--- src/rtl/fc_pkg.sv ---
// Shared defaults and FSM state encoding for the dense-layer class sequencer.
package fc_pkg;
    localparam int NUM_CLASSES    = 10;
    localparam int SCORE_W        = 46;
    localparam int CLASS_W        = $clog2(NUM_CLASSES);
    localparam int TIMEOUT_CYCLES = 2047;

    typedef enum logic [1:0] {
        IDLE = 2'd0,
        WAIT = 2'd1,
        GAP  = 2'd2,
        DONE = 2'd3
    } state_t;
endpackage

--- src/rtl/score_max_tracker.sv ---
// Running signed argmax over captured class scores; ties keep the lowest index.
module score_max_tracker #(
    parameter int CLASS_W = 4,
    parameter int SCORE_W = 46
) (
    input  logic                      clk,
    input  logic                      rst_n,
    input  logic                      clear,
    input  logic                      capture,
    input  logic [CLASS_W-1:0]        index,
    input  logic signed [SCORE_W-1:0] score,
    output logic [CLASS_W-1:0]        label,
    output logic signed [SCORE_W-1:0] max_score
);
    // Index 0 always wins so stale scores from an earlier pass never compete.
    logic take;
    assign take = capture && ((index == '0) || (score > max_score));

    always_ff @(posedge clk or negedge rst_n) begin
        if (!rst_n) begin
            label     <= '0;
            max_score <= '0;
        end else if (clear) begin
            label     <= '0;
            max_score <= '0;
        end else if (take) begin
            label     <= index;
            max_score <= score;
        end
    end
endmodule

--- src/rtl/fc_class_sequencer.sv ---
// Steps the dense/softmax unit through every class, one enable pulse per class,
// and reports the argmax label with a per-class completion timeout.
import fc_pkg::*;

module fc_class_sequencer #(
    parameter int NUM_CLASSES    = fc_pkg::NUM_CLASSES,
    parameter int SCORE_W        = fc_pkg::SCORE_W,
    parameter int TIMEOUT_CYCLES = fc_pkg::TIMEOUT_CYCLES,
    localparam int CLASS_W       = $clog2(NUM_CLASSES)
) (
    input  logic                      clk,
    input  logic                      rst_n,
    input  logic                      start,
    output logic                      busy,
    output logic                      fc_enable,
    output logic [CLASS_W-1:0]        fc_class,
    input  logic signed [SCORE_W-1:0] fc_score,
    input  logic                      fc_done,
    output logic [CLASS_W-1:0]        label,
    output logic signed [SCORE_W-1:0] max_score,
    output logic                      label_valid,
    output logic                      timeout_err
);
    localparam int TW = $clog2(TIMEOUT_CYCLES + 1);
    localparam logic [TW-1:0]      T_LAST = TW'(TIMEOUT_CYCLES - 1);
    localparam logic [CLASS_W-1:0] K_LAST = CLASS_W'(NUM_CLASSES - 1);

    state_t        state;
    logic [TW-1:0] tcnt;
    logic          clear, capture;

    assign clear   = (state == IDLE) && start;
    assign capture = (state == WAIT) && fc_done;

    always_ff @(posedge clk or negedge rst_n) begin
        if (!rst_n) begin
            state       <= IDLE;
            fc_class    <= '0;
            tcnt        <= '0;
            busy        <= 1'b0;
            fc_enable   <= 1'b0;
            label_valid <= 1'b0;
            timeout_err <= 1'b0;
        end else begin
            label_valid <= 1'b0;
            case (state)
                IDLE: if (start) begin
                    state       <= WAIT;
                    fc_class    <= '0;
                    tcnt        <= '0;
                    busy        <= 1'b1;
                    fc_enable   <= 1'b1;
                    timeout_err <= 1'b0;
                end
                WAIT: begin
                    if (fc_done) begin
                        state     <= GAP;
                        fc_enable <= 1'b0;
                    end else if (tcnt == T_LAST) begin
                        // Abandon the pass; the label keeps what was captured so far.
                        state       <= DONE;
                        fc_enable   <= 1'b0;
                        timeout_err <= 1'b1;
                        label_valid <= 1'b1;
                    end else begin
                        tcnt <= tcnt + 1'b1;
                    end
                end
                GAP: begin
                    if (fc_class == K_LAST) begin
                        state       <= DONE;
                        label_valid <= 1'b1;
                    end else begin
                        state     <= WAIT;
                        fc_class  <= fc_class + 1'b1;
                        tcnt      <= '0;
                        fc_enable <= 1'b1;
                    end
                end
                DONE: begin
                    state <= IDLE;
                    busy  <= 1'b0;
                end
                default: state <= IDLE;
            endcase
        end
    end

    score_max_tracker #(
        .CLASS_W (CLASS_W),
        .SCORE_W (SCORE_W)
    ) u_tracker (
        .clk       (clk),
        .rst_n     (rst_n),
        .clear     (clear),
        .capture   (capture),
        .index     (fc_class),
        .score     (fc_score),
        .label     (label),
        .max_score (max_score)
    );
endmodule

--- config.mk ---
export PLATFORM = sky130hd
export DESIGN_NAME = fc_class_sequencer
export DESIGN_NICKNAME = d
export VERILOG_FILES = /design/src/rtl/fc_pkg.sv /design/src/rtl/score_max_tracker.sv /design/src/rtl/fc_class_sequencer.sv
export SDC_FILE = /design/constraint.sdc
export NUM_CORES = 1
export LEC_CHECK = 0
export ABC_AREA = 1
export ABC_CLOCK_PERIOD_IN_PS = 2100
export CAP_MARGIN = 20
export CORE_ASPECT_RATIO = 2
export CORE_UTILIZATION = 45
export DETAILED_ROUTE_END_ITERATION = 8
export GPL_TIMING_DRIVEN = 0
export HOLD_SLACK_MARGIN = 0.12
export PLACE_DENSITY = 0.75
export SYNTH_ARGS = -nofsm -noshare
export SYNTH_HDL_FRONTEND = slang
export SYNTH_HIERARCHICAL = 1
export SYNTH_SLANG_ARGS = --single-unit
--- constraint.sdc ---
create_clock -name clk -period 2.1 [get_ports clk]
set_clock_uncertainty 0.1 [all_clocks]
set_input_delay 0.21 -clock clk [delete_from_list [all_inputs] [get_ports clk]]
set_output_delay 0.21 -clock clk [all_outputs]
set_load 0.01 [all_outputs]
## After elaboration in Yosys (flattened, before gate mapping)

Cells that the tools add are included.
Widths: inputs -> output; s select.

| cells by class | value |
|---|---|
| magnitude comparators | 1 |
| mux-type cells | 31 |
| add/sub/neg operators | 2 |
| equality and inequality tests | 11 |
| reductions and logical operators | 17 |

Operator list:

| cell | number |
|---|---|
| $mux 46 | 2 |
| $gt 46x46->1 | 1 |
| $mux 11 | 4 |
| $pmux 11 s3 | 1 |
| $mux 4 | 4 |
| $add 11x1->11 const B | 1 |
| $eq 11x11->1 const B | 1 |
| $mux 1 | 10 |
| $mux 2 | 4 |
| $ne 2x2->1 const B | 4 |
| $pmux 2 s4 | 1 |
| $pmux 4 s2 | 1 |
| $reduce_and 4->1 | 2 |
| $reduce_bool 2->1 | 4 |
| $pmux 1 s2 | 3 |
| $reduce_and 5->1 | 1 |
| $add 4x1->4 const B | 1 |
| $eq 2x2->1 const B | 2 |
| $eq 4x4->1 const B | 1 |
| $logic_not 4->1 | 1 |
| $reduce_and 2->1 | 2 |
| $logic_and 1x1->1 | 3 |
| $ne 3x2->1 const B | 1 |
| $pmux 1 s3 | 1 |
| other kinds (6) | 6 |

| word-level totals | value |
|---|---|
| output and inout port bits | 58 |
| input bits | 50 |
| logic and storage cells | 71 |
| register bits | 71 |

## Longest topological paths before layout

| logic depth | value |
|---|---|
| depth after elaboration | 5 |
| depth in mapped cells | 19 |
| gate-level depth less buffers | 18 |

## Hierarchy

Netlist, hierarchy kept.

By module, submodules not included:

| module | sequential area each (µm²) | cells an instance | times used | area each (µm²) |
|---|---|---|---|---|
| score_max_tracker | 1251.2 | 454 | 1 | 4005.1 |
| fc_class_sequencer | 525.5 | 200 | 1 | 1413.9 |

## Worst setup path before layout

OpenSTA, ideal clock, no wires.

| timing | value |
|---|---|
| kind | flip-flop to flip-flop |
| from | register u_tracker.max_score[21] |
| to | register u_tracker.label[0] |
| clock period less this slack | 2.106 ns |
| path buffers | 1 |
| library setup time | 0.116 ns |
| cell stages (with the launch flop) | 16 |
| required time | 1.884 ns |
| arrival | 1.889 ns |
| slack | -0.006 ns |
| path through | dfrtp_1 inv_1 ha_1 nand2_1 nor2_2 and2_1 nand2_1 nor2_2 nand2_1 nand4_1 nand3_2 nand2_4 nand2_8 buf_12 nand3_2 nand2_2 |

| between the ends | value |
|---|---|
| longest elaborated chain between the ends | 4 |

RTL lines:

| item | RTL line | RTL |
|---|---|---|
| start, declared | score_max_tracker.sv:13 | `output logic signed [SCORE_W-1:0] max_score` |
| start signal, assigned | score_max_tracker.sv:28 | `max_score <= score;` |
| $gt 46x46->1 | score_max_tracker.sv:17 | `assign take = capture && ((index == '0) \|\| (score > max_score));` |
| $logic_or 1x1->1 | score_max_tracker.sv:17 |  |
| $logic_and 1x1->1 | score_max_tracker.sv:17 |  |
| $reduce_bool 2->1 (no line) | -- |  |
| end signal, assigned | score_max_tracker.sv:27 | `label <= index;` |
| end, declared | score_max_tracker.sv:12 | `output logic [CLASS_W-1:0] label,` |

No other way between the ends.
A chain may end at the register's enable or synchronous reset.

## Final worst setup path

| timing | value |
|---|---|
| from | register u_tracker.max_score[25] |
| to | register u_tracker.max_score[26] |

| between the ends | value |
|---|---|
| longest elaborated chain between the ends | 4 |

RTL lines:

| item | RTL line |
|---|---|
| $gt 46x46->1 | score_max_tracker.sv:17 |
| $logic_or 1x1->1 | score_max_tracker.sv:17 |
| $logic_and 1x1->1 | score_max_tracker.sv:17 |
| $reduce_bool 2->1 (no line) | -- |

No other way between the ends.

==> key figures <==
Logic synthesis
  – Number of synthesized flops with an enable pin: 0
  – Syn Inst Count: 654
  – YS warnings: 6
  – Number of synthesized register bits: 71
  – Share of flip-flops with an asynchronous set or reset: 1.00
  – Cell variety after synth: 36
  – Primary FF master, synth: dfrtp_1
  – Seq/Total Area, Yosys: 0.328
  – Synth Cell Area: 5420 um2
  – Syn_nets: 759
  – Mean post-synth cell area: 8.29 um2

Routing
  – First DRT Iteration DRCs: 227
  – DRC: 0
  – DRT Pass-1 Iters: 4
  – Via density: 5.29
  – Antenna viol nets, final: 0
  – Wire per inst: 16.2 um
  – Total Routed Length: 15700 um
  – Detailed-route via count: 5151

STA
  – RSZ-0062 raised after global routing: yes
  – Final WS setup: -272 ps
  – Final Hold Viols: 0
  – Setup TNS: -11240 ps
  – Final Max Slew Viols: 0
  – Worst slew pin tran: 621 ps
  – Period utilization: 1.13
  – Final min period: 2370 ps
  – Final setup fails: 50
  – Slew headroom: 0.586
  – F_max: 422 MHz

Worst setup path
  – Largest fanout on the critical path: 10
  – Arr. time, crit path: 2500 ps
  – Reg2Reg Depth: 15
  – Worst setup path class: register to register
  – Crit. End Element: register
  – Setup crit start kind: register
  – Critical path required time: 2220 ps

Pwr
  – Peak supply drop: 0.000825 V
  – Leakage: 3.68 nW
  – Power per Cell Area: 1370 nW/um2

Floorplan
  – Die ar.: 12500 um2
  – DIE WIDTH: 79.6 um
  – Placement row count: 56
  – CORE AREA: 11700 um2
  – # IOs: 108
  – Die H: 157 um
  – Starting Density: 0.463

Clocking
  – Root Driver: clkbuf_16
  – Clock Tree Buf Depth: 2
  – CTS Buf Count: 9
  – H-tree levels: 3
  – Clock latency on the worst-skew pair: 340 ps
  – Clk slew on worst S/H paths: 60 ps
  – CTS Sinks: 71
  – CTS tree: built

Place
  – Detailed Place HPWL: 10800 um
  – Routability-driven placement congestion ratio: 0.914
  – Area after DPL: 6710 um2
  – I/O Buffers: 107

Global route
  – Initial antenna violation count: 0
  – Vias in the first global route: 5165
  – GRT Overall Usage: 0.247
  – Largest net degree at the start of global routing: 58
  – First-pass GRT wire length: 24000 um
  – Grt total ovfl: 0

Worst hold path
  – Min-Delay Path Class: primary input to async pin

Finish
  – Commonest non-fill, non-tap cell in the layout: nand2_1
  – Commonest non-fill, non-tap cells in the layout: 128 x nand2_1, 106 x clkdlybuf4s50_1, 89 x inv_1
  – Share of layout cells above drive strength 1: 0.303
  – Number of inserted diodes: 0
  – Final instance area: 7800 um2
  – Fin nets: 929
  – P&R area growth vs syn: 44.0%

Status
  – Violated checks: setup timing
  – Status: finished, violations left

Job
  – Max-cap violations: 0
-- layout make-up --
class	instances	area (um2)
well taps	145	181
flip-flops and latches	71	1780
plain buffers	27	272
inverters	96	360
clock inverters	4	45.0
fillers	945	3900
multi-input cells	461	3380
repair buffers	158	1540
clock buffers	12	246
-- worst max-delay path, stage by stage, from the launching register on --
cell and delay (ps):
dfrtp_1 380, inv_1 100, ha_4 220, a21oi_1 210, a21oi_1 120, nor2_1 120, nand2_1 80, nand2_2 80
nand3_2 70, nand2_2 70, nand3_2 120, nand2_8 160, nand2_8 110, buf_12 170, nand3_2 80, nand2_2 60
-- stage by stage --
step | setup slack, ps | instances | util | power (W) | hold WS (ps)
floorplan | 3.42 | 654 | - | 0.00579 | -186
global placement | -1860 | 906 | 0.571 | 0.00761 | 362
detailed placement | -620 | 907 | 0.574 | 0.00780 | -3.91
CTS | -167 | 950 | 0.619 | 0.00977 | 183
global route | -424 | 974 | 0.667 | 0.0114 | 192
finish | -272 | 974 | 0.667 | 0.0107 | 181
-- metal layers --
layer  GRT usage  routed length, um  up-vias
met5           0                  0        -
met4      0.0961                635        0
met3      0.0307                551       44
met2       0.489               8790      137
met1       0.250               5770     2475
li1            -                  -     2495
-- path summary, 6_finish.rpt --
check	from	endpoint	slack [ps]
max in group asynchronous	rst_n	u_tracker/max_score[21]$_DFFE_PN0P_	1150
hold reg to reg	fc_enable$_DFFE_PN0P_	fc_enable$_DFFE_PN0P_	380
setup / recovery	u_tracker/max_score[25]$_DFFE_PN0P_	u_tracker/max_score[26]$_DFFE_PN0P_	-270
hold / removal	rst_n	u_tracker/max_score[1]$_DFFE_PN0P_	180
setup reg to reg	u_tracker/max_score[25]$_DFFE_PN0P_	u_tracker/max_score[26]$_DFFE_PN0P_	-270
min in group clk	fc_enable$_DFFE_PN0P_	fc_enable$_DFFE_PN0P_	380
-- registers in the layout, indices dropped and copies added (netlist names) --
name                 flops
busy                     1
fc_class                 4
fc_enable                1
label_valid              1
state                    2
tcnt                    11
timeout_err              1
u_tracker/label          4
u_tracker/max_score     46
-- cells by family after synthesis --
logic type,Yosys count,share of synthesized area
flops,71,0.328
xor+xnor,2,0.00323
compound gates,34,0.0367
fa+ha+maj,55,0.127
buf+inv,123,0.115
simple gates,369,0.390
-- timing repair --
action                                  CTS  global route
hold buffers                              1             0
buffers inserted                         26            19
pin swaps                                 7            22
hold endpoints to repair                 71             0
resized for setup                         9            46
cloned                                    0             5
endpoints found under the setup margin   50            50
-- synthesized netlist by cell type (2+ instances only) --
master	instances	area share
nor2_4	4	0.0083
buf_6	3	0.0062
nor2_1	28	0.019
a21oi_1	15	0.014
buf_2	5	0.0046
nand3_2	53	0.098
clkbuf_8	3	0.0076
o21bai_1	3	0.0042
nand2_1	139	0.096
dfrtp_1	71	0.33
a21o_1	3	0.0042
xor2_1	2	0.0032
inv_2	4	0.0028
nor2_2	7	0.0081
nand2_2	52	0.060
buf_4	6	0.0083
buf_12	5	0.018
o21ai_0	7	0.0065
clkbuf_1	5	0.0035
nand4_1	59	0.068
inv_1	92	0.064
ha_1	55	0.13
nand3_1	19	0.018
and2_1	2	0.0023
-- where the power goes --
part	leakage, nW	switching, W	total, W	internal (W)
clock	0.146	0.000578	0.00152	0.000947
sequential	0.951	0.000422	0.00230	0.00188
combinational	2.58	0.00360	0.00684	0.00324
No activity file was read; power rests on OpenSTA's default activity.
